$ cat src/rtl/nco_phase_gen_if.sv
// FTW load channel for nco_phase_gen: valid/ready transfer of a new frequency tuning word.
// master drives the word, slave (the NCO) accepts it.
interface nco_phase_gen_if #(
    parameter int ACC_W = 16
) ();
    logic [ACC_W-1:0] ftw;
    logic             ftw_valid;
    logic             ftw_ready;

    modport master (
        output ftw,
        output ftw_valid,
        input  ftw_ready
    );

    modport slave (
        input  ftw,
        input  ftw_valid,
        output ftw_ready
    );
endinterface

$ cat src/rtl/nco_phase_gen.sv
// Phase accumulator producing the angle word for a sincos core, with start/stop FSM and
// FTW load handshake. Optional LFSR truncation dither is built when NCO_DITHER_EN is defined.
module nco_phase_gen #(
    parameter int PHASE_W    = 10,
    parameter int ACC_W      = 16,
    parameter int SINCOS_LAT = 4
) (
    input  logic               clk,
    input  logic               areset,
    input  logic               start,
    input  logic               stop,
    nco_phase_gen_if.slave     ftw_bus,
    input  logic [PHASE_W-1:0] poff,
    output logic [PHASE_W-1:0] a,
    output logic               a_valid,
    output logic               wrap,
    output logic               sc_valid,
    output logic               busy
);
    localparam int FRAC_W = ACC_W - PHASE_W;
    localparam int CNT_W  = (SINCOS_LAT > 1) ? $clog2(SINCOS_LAT) : 1;

    typedef enum logic [1:0] {
        ST_IDLE  = 2'd0,
        ST_RUN   = 2'd1,
        ST_DRAIN = 2'd2
    } state_t;

    state_t             r_state;
    state_t             w_state_next;
    logic [CNT_W-1:0]   r_drain_cnt;
    logic [ACC_W-1:0]   r_acc;
    logic               r_acc_carry;
    logic [ACC_W-1:0]   r_ftw_act;
    logic               r_ftw_ready;
    logic [PHASE_W-1:0] r_a;
    logic               r_a_valid;
    logic               r_wrap;
    logic               r_busy;
    logic               r_sc_pipe [SINCOS_LAT];

    logic               w_ftw_fire;
    logic [ACC_W:0]     w_acc_sum;
    logic [PHASE_W-1:0] w_acc_int;
    logic               w_run;
    logic               w_enter_run;

    assign w_run       = (r_state == ST_RUN);
    assign w_enter_run = (r_state == ST_IDLE) && (w_state_next == ST_RUN);
    assign w_ftw_fire  = ftw_bus.ftw_valid && r_ftw_ready;
    assign w_acc_sum   = {1'b0, r_acc} + {1'b0, r_ftw_act};

`ifdef NCO_DITHER_EN
    localparam int DITH_W = (FRAC_W > 16) ? 16 : FRAC_W;

    logic [15:0]      r_lfsr;
    logic             w_lfsr_fb;
    logic [ACC_W-1:0] w_dither;

    assign w_lfsr_fb = r_lfsr[15] ^ r_lfsr[13] ^ r_lfsr[12] ^ r_lfsr[10];

    always_ff @(posedge clk) begin
        if (areset) begin
            r_lfsr <= 16'hACE1;
        end else if (w_run) begin
            r_lfsr <= {r_lfsr[14:0], w_lfsr_fb};
        end
    end

    generate
        if (DITH_W > 0) begin : g_dither
            assign w_dither = ACC_W'(r_lfsr[DITH_W-1:0]);
        end else begin : g_no_dither
            assign w_dither = '0;
        end
    endgenerate

    // Dither only perturbs the truncation; the accumulator itself never sees it.
    assign w_acc_int = PHASE_W'((r_acc + w_dither) >> FRAC_W);
`else
    assign w_acc_int = r_acc[ACC_W-1 -: PHASE_W];
`endif

    always_comb begin
        w_state_next = r_state;
        case (r_state)
            ST_IDLE: begin
                if (start && !stop) begin
                    w_state_next = ST_RUN;
                end
            end
            ST_RUN: begin
                if (stop) begin
                    w_state_next = ST_DRAIN;
                end
            end
            ST_DRAIN: begin
                if (r_drain_cnt == CNT_W'(SINCOS_LAT - 1)) begin
                    w_state_next = ST_IDLE;
                end
            end
            default: w_state_next = ST_IDLE;
        endcase
    end

    always_ff @(posedge clk) begin
        if (areset) begin
            r_state     <= ST_IDLE;
            r_drain_cnt <= '0;
            r_busy      <= 1'b0;
            r_ftw_ready <= 1'b0;
        end else begin
            r_state     <= w_state_next;
            r_drain_cnt <= (r_state == ST_DRAIN) ? r_drain_cnt + CNT_W'(1) : '0;
            r_busy      <= (w_state_next != ST_IDLE);
            r_ftw_ready <= (w_state_next != ST_DRAIN);
        end
    end

    always_ff @(posedge clk) begin
        if (areset) begin
            r_ftw_act <= '0;
        end else if (w_ftw_fire) begin
            r_ftw_act <= ftw_bus.ftw;
        end
    end

    // r_acc_carry marks an accumulator value produced by an overflowing add, so the wrap
    // pulse lands alongside the first angle computed from the wrapped phase.
    always_ff @(posedge clk) begin
        if (areset) begin
            r_acc       <= '0;
            r_acc_carry <= 1'b0;
        end else if (w_enter_run) begin
            r_acc       <= '0;
            r_acc_carry <= 1'b0;
        end else if (w_run) begin
            r_acc       <= w_acc_sum[ACC_W-1:0];
            r_acc_carry <= w_acc_sum[ACC_W];
        end
    end

    always_ff @(posedge clk) begin
        if (areset) begin
            r_a       <= '0;
            r_a_valid <= 1'b0;
            r_wrap    <= 1'b0;
        end else begin
            if (w_run) begin
                r_a <= w_acc_int + poff;
            end
            r_a_valid <= w_run;
            r_wrap    <= w_run && r_acc_carry;
        end
    end

    generate
        for (genvar gi = 0; gi < SINCOS_LAT; gi++) begin : g_sc_pipe
            if (gi == 0) begin : g_head
                always_ff @(posedge clk) begin
                    if (areset) begin
                        r_sc_pipe[gi] <= 1'b0;
                    end else begin
                        r_sc_pipe[gi] <= r_a_valid;
                    end
                end
            end else begin : g_tail
                always_ff @(posedge clk) begin
                    if (areset) begin
                        r_sc_pipe[gi] <= 1'b0;
                    end else begin
                        r_sc_pipe[gi] <= r_sc_pipe[gi-1];
                    end
                end
            end
        end
    endgenerate

    assign ftw_bus.ftw_ready = r_ftw_ready;
    assign a                 = r_a;
    assign a_valid           = r_a_valid;
    assign wrap              = r_wrap;
    assign sc_valid          = r_sc_pipe[SINCOS_LAT-1];
    assign busy              = r_busy;
endmodule

$ cat src/flat_wrapper.sv
// flat-port wrapper written by rule: the top's interface ports become plain ports
module nco_phase_gen_flat 
#(
    parameter int PHASE_W    = 10,
    parameter int ACC_W      = 16,
    parameter int SINCOS_LAT = 4
)
  (clk, areset, start, stop, poff, a, a_valid, wrap, sc_valid, busy, ftw_bus_ftw, ftw_bus_ftw_valid, ftw_bus_ftw_ready);
  nco_phase_gen_if #(.ACC_W(ACC_W)) ftw_bus_i ();
  input  logic clk;
  input  logic areset;
  input  logic start;
  input  logic stop;
  input  logic [PHASE_W-1:0] poff;
  output logic [PHASE_W-1:0] a;
  output logic a_valid;
  output logic wrap;
  output logic sc_valid;
  output logic busy;
  input wire logic [$bits(ftw_bus_i.ftw)-1:0] ftw_bus_ftw;
  input wire logic [$bits(ftw_bus_i.ftw_valid)-1:0] ftw_bus_ftw_valid;
  output wire logic [$bits(ftw_bus_i.ftw_ready)-1:0] ftw_bus_ftw_ready;
  assign ftw_bus_i.ftw = ftw_bus_ftw;
  assign ftw_bus_i.ftw_valid = ftw_bus_ftw_valid;
  assign ftw_bus_ftw_ready = ftw_bus_i.ftw_ready;
  nco_phase_gen #(.PHASE_W(PHASE_W), .ACC_W(ACC_W), .SINCOS_LAT(SINCOS_LAT)) u_core (.clk(clk), .areset(areset), .start(start), .stop(stop), .ftw_bus(ftw_bus_i), .poff(poff), .a(a), .a_valid(a_valid), .wrap(wrap), .sc_valid(sc_valid), .busy(busy));
endmodule
$ cat config.mk
export PLATFORM = sky130hd
export DESIGN_NAME = nco_phase_gen_flat
export DESIGN_NICKNAME = d
export VERILOG_FILES = /design/src/rtl/nco_phase_gen_if.sv /design/src/rtl/nco_phase_gen.sv /design/src/flat_wrapper.sv
export SDC_FILE = /design/constraint.sdc
export NUM_CORES = 1
export LEC_CHECK = 0
export CAP_MARGIN = 25
export CORE_MARGIN = 2
export CORE_UTILIZATION = 30
export DETAILED_ROUTE_END_ITERATION = 10
export PLACE_DENSITY_LB_ADDON = 0.15
export SLEW_MARGIN = 20
export SYNTH_ARGS = -nofsm -noshare
export SYNTH_HDL_FRONTEND = slang
export SYNTH_SLANG_ARGS = --single-unit
export TNS_END_PERCENT = 30
$ cat constraint.sdc
create_clock -name clk -period 2.2 [get_ports clk]
set_input_delay 0.66 -clock clk [delete_from_list [all_inputs] [get_ports clk]]
set_output_delay 0.66 -clock clk [all_outputs]
set_load 0.01 [all_outputs]
==> impl_metrics.ini <==
[timing]
tightest_slew_ns = 0.343
skew_ns = 0.00771
period_share_pct = 96.2
grt_setup_unrepaired = false
holdWs_ns = 0.439
fin_ws_ns = 0.0837
relSlewSlack_pct = 77.0
finalCriticalPeriod_ns = 2.12
fmax_ghz = 0.473
setup-tns-final_ns = 0
hold_viol_final = 0
slew_violations = 0
setup_violations = 0

[worst_setup_path]
cp_max_fo = 3
r2r_end = u_core.r_acc[11]$_SDFFE_PP0P_
critical_path_required_ns = 2.40
cpPeakStageDelay_ns = 0.33
r2r_start = u_core.r_ftw_act[0]$_SDFFE_PP0P_
critPathCaptureType = register
critical_path_class = register to register
cp-endpoint = u_core.r_acc[11]$_SDFFE_PP0P_
r2r_cells = 8
crit_start = u_core.r_ftw_act[0]$_SDFFE_PP0P_
r2r_slack_ns = 0.08
path_cells = ha_2 -> buf_4 -> a211o_1 -> a21o_1 -> a21oi_2 -> o31ai_2 -> and4_1 -> a311o_1
cp-start-kind = register
critPathSlowestCell = dfxtp_2
arrival_ns = 2.32

[routing]
first_pass_iters = 4
drtAntennaViolNets = 0
routed_wl_mm = 7.37
vias = 2732
drt_iter0_drc = 93
routedWlPerCell_um = 13.1
via_per_inst = 4.84
drc = 0

[synthesis]
synth_edf_count = 0
ys_ff_latch = 55
synth_cell_types = 44
synthesis.area_um2 = 2970
synthArstFlopShare_pct = 0
syn_inst = 364
syn_avg_cell_area_um2 = 8.17
seq_area_frac_synth_pct = 37.0
syn_nets = 423
synthFlopType = dfxtp_1
yosys_warnings = 0

[placed_design]
globalplace.congestion = 0.836
placed_cell_area_um2 = 3770
dp_hpwl_mm = 5.62
port-buffer-count = 45
pre_cts_ws_ns = -0.659
dp.cells = 555

[power]
power_density_nw_per_um2 = 522
leakagePower_nw = 1.54
finalPower_mw = 2.08
irDropWorstVdd_mv = 0.212

[floorplan]
fp.dieW_um = 104
die_h_um = 104
fp.coreArea_um2 = 9680
ios = 46
dieArea_um2 = 10700
placementRows = 36
start_util_pct = 30.7

[layout]
fillers = 1016
fin_cells = 564
post-route-util_pct = 41.2
drive_gt1_share_pct = 15.3
num_antenna_cells = 0
final_area_um2 = 3990
area_growth_pct = 34.1
fin_nets = 489

[global_routing]
grt_max_degree = 24
grt_pass1_wl_mm = 12.3
antenna_found_initial = 0
grt.overflow.total = 0
grt.total_usage_pct = 14.1
grt_pass1_vias = 2567

[clock_tree]
clock_latency_ns = 0.31
root_buffer = clkbuf_8
cts_tree = done
cts_made_buffers = 5
cts_sinks = 55
clock_path_buffers = 2
holdBufCountCts = 0
ctsHtreeMaxLevel = 2
path_clk_slew_ns = 0.10

[worst_hold_path]
hold_class = register to register
worstHoldPathCells = 1

[flow_run]
cap_violations = 0

[outcome]
status = completed
routing by layer:
layer | track usage [%] | wire [um] | vias to the layer above
met4 | 4.44 | 84 | 0
met1 | 19.1 | 3730 | 1244
met2 | 22.7 | 3300 | 48
met3 | 2.83 | 252 | 8
li1 | - | - | 1432
met5 | 0 | 0 | -
sequential cells by signal, summed over array words and instances, names as in the netlist:
register,cells
u_core.a_valid,1
u_core.r_ftw_act,16
u_core.ftw_bus.ftw_ready,1
u_core.busy,1
u_core.r_state,2
u_core.a,10
u_core.r_acc_carry,1
u_core.r_sc_pipe,4
u_core.r_acc,16
u_core.r_drain_cnt,2
u_core.wrap,1
worst max-delay path, delay by kind of cell (launching register included):
kind | cells | cell delay (ns)
buffers and inverters | 1 | 0.13
AOI/OAI and AO/OA | 5 | 1.13
and+or+nand+nor | 1 | 0.21
adders and majority gates | 1 | 0.20
DFF | 1 | 0.33
how the worst min path moves through the flow:
stage / startpoint / endpoint / slack, ns
final: u_core.r_drain_cnt[0]$_SDFF_PP0_ / u_core.r_drain_cnt[0]$_SDFF_PP0_ / 0.44
after global routing: u_core.r_sc_pipe[1]$_SDFF_PP0_ / u_core.r_sc_pipe[2]$_SDFF_PP0_ / 0.47
after CTS: u_core.r_drain_cnt[0]$_SDFF_PP0_ / u_core.r_drain_cnt[0]$_SDFF_PP0_ / 0.45
after detailed placement: u_core.r_sc_pipe[0]$_SDFF_PP0_ / u_core.r_sc_pipe[1]$_SDFF_PP0_ / 0.42
after global placement: u_core.r_sc_pipe[1]$_SDFF_PP0_ / u_core.r_sc_pipe[2]$_SDFF_PP0_ / 0.42
after floorplan: u_core.r_drain_cnt[0]$_SDFF_PP0_ / u_core.r_drain_cnt[0]$_SDFF_PP0_ / 0.41
layout by cell type (no fill, tap or decap), types with 3 or more instances in the layout:
cell type,count
a211oi_1,11
a211oi_2,3
a21o_1,4
a21oi_1,42
a311oi_1,3
buf_4,31
clkbuf_8,6
clkdlybuf4s50_1,42
dfxtp_1,54
ha_1,21
ha_2,4
inv_1,10
nand2_1,59
nand2b_1,3
nand3_1,7
nand3b_1,3
nand4_1,3
nor2_1,25
nor2b_1,5
nor3_1,10
nor4_1,3
o211ai_1,3
o21a_1,5
o21ai_0,13
o21ai_2,3
o21bai_1,4
xnor2_1,10
synth_stat cells (all sizes together), types with 3 or more instances:
| cell type | n | share of area [%] |
|---|---|---|
| nand2 | 59 | 7.4 |
| dfxtp | 55 | 37 |
| a21oi | 45 | 7.7 |
| ha | 26 | 11 |
| nor2 | 26 | 3.3 |
| o21ai | 18 | 3.0 |
| clkbuf | 15 | 1.9 |
| a211oi | 14 | 3.5 |
| inv | 10 | 1.3 |
| nor3 | 10 | 1.7 |
| xnor2 | 10 | 2.9 |
| nand3 | 7 | 1.2 |
| nor2b | 5 | 1.1 |
| o21a | 5 | 1.3 |
| a21o | 4 | 1.0 |
| nand2b | 4 | 0.84 |
| o21bai | 4 | 1.0 |
| o31ai | 4 | 1.3 |
| a311oi | 3 | 0.88 |
| a31oi | 3 | 0.84 |
| buf | 3 | 0.38 |
| nand3b | 3 | 0.76 |
| nand4 | 3 | 0.63 |
| nor4 | 3 | 0.63 |
| o211ai | 3 | 0.76 |
cells by family after synthesis:
logic type / count (synthesis) / synth area share [%]
mux: 1 / 0.337
fa+ha+maj: 28 / 12.3
xor+xnor: 10 / 2.94
flops: 55 / 37.0
buf+inv: 28 / 3.53
simple gates: 130 / 19.8
compound gates: 112 / 24.1
final cells by class:
class | instances | area, um2 | share of cell area [%]
clock buffer | 6 | 82.6 | 2.07
timing repair buffer | 77 | 703 | 17.6
sequential | 55 | 1100 | 27.6
clock inverter | 2 | 35.0 | 0.878
inverter | 10 | 37.5 | 0.941
multi-input combinational | 281 | 1860 | 46.7
tap | 133 | 166 | 4.17
report_power, final:
part	internal, mW	switching (mW)
sequential	1.03	0.0206
combinational	0.165	0.160
clock	0.369	0.336
timing repair:
item | CTS | global route
gates resized for setup | 17 | 10
pin swaps | 12 | 9
endpoints found under the setup margin | 7 | 7
setup buffers | 0 | 1
Power figures use the tool's default switching activity.
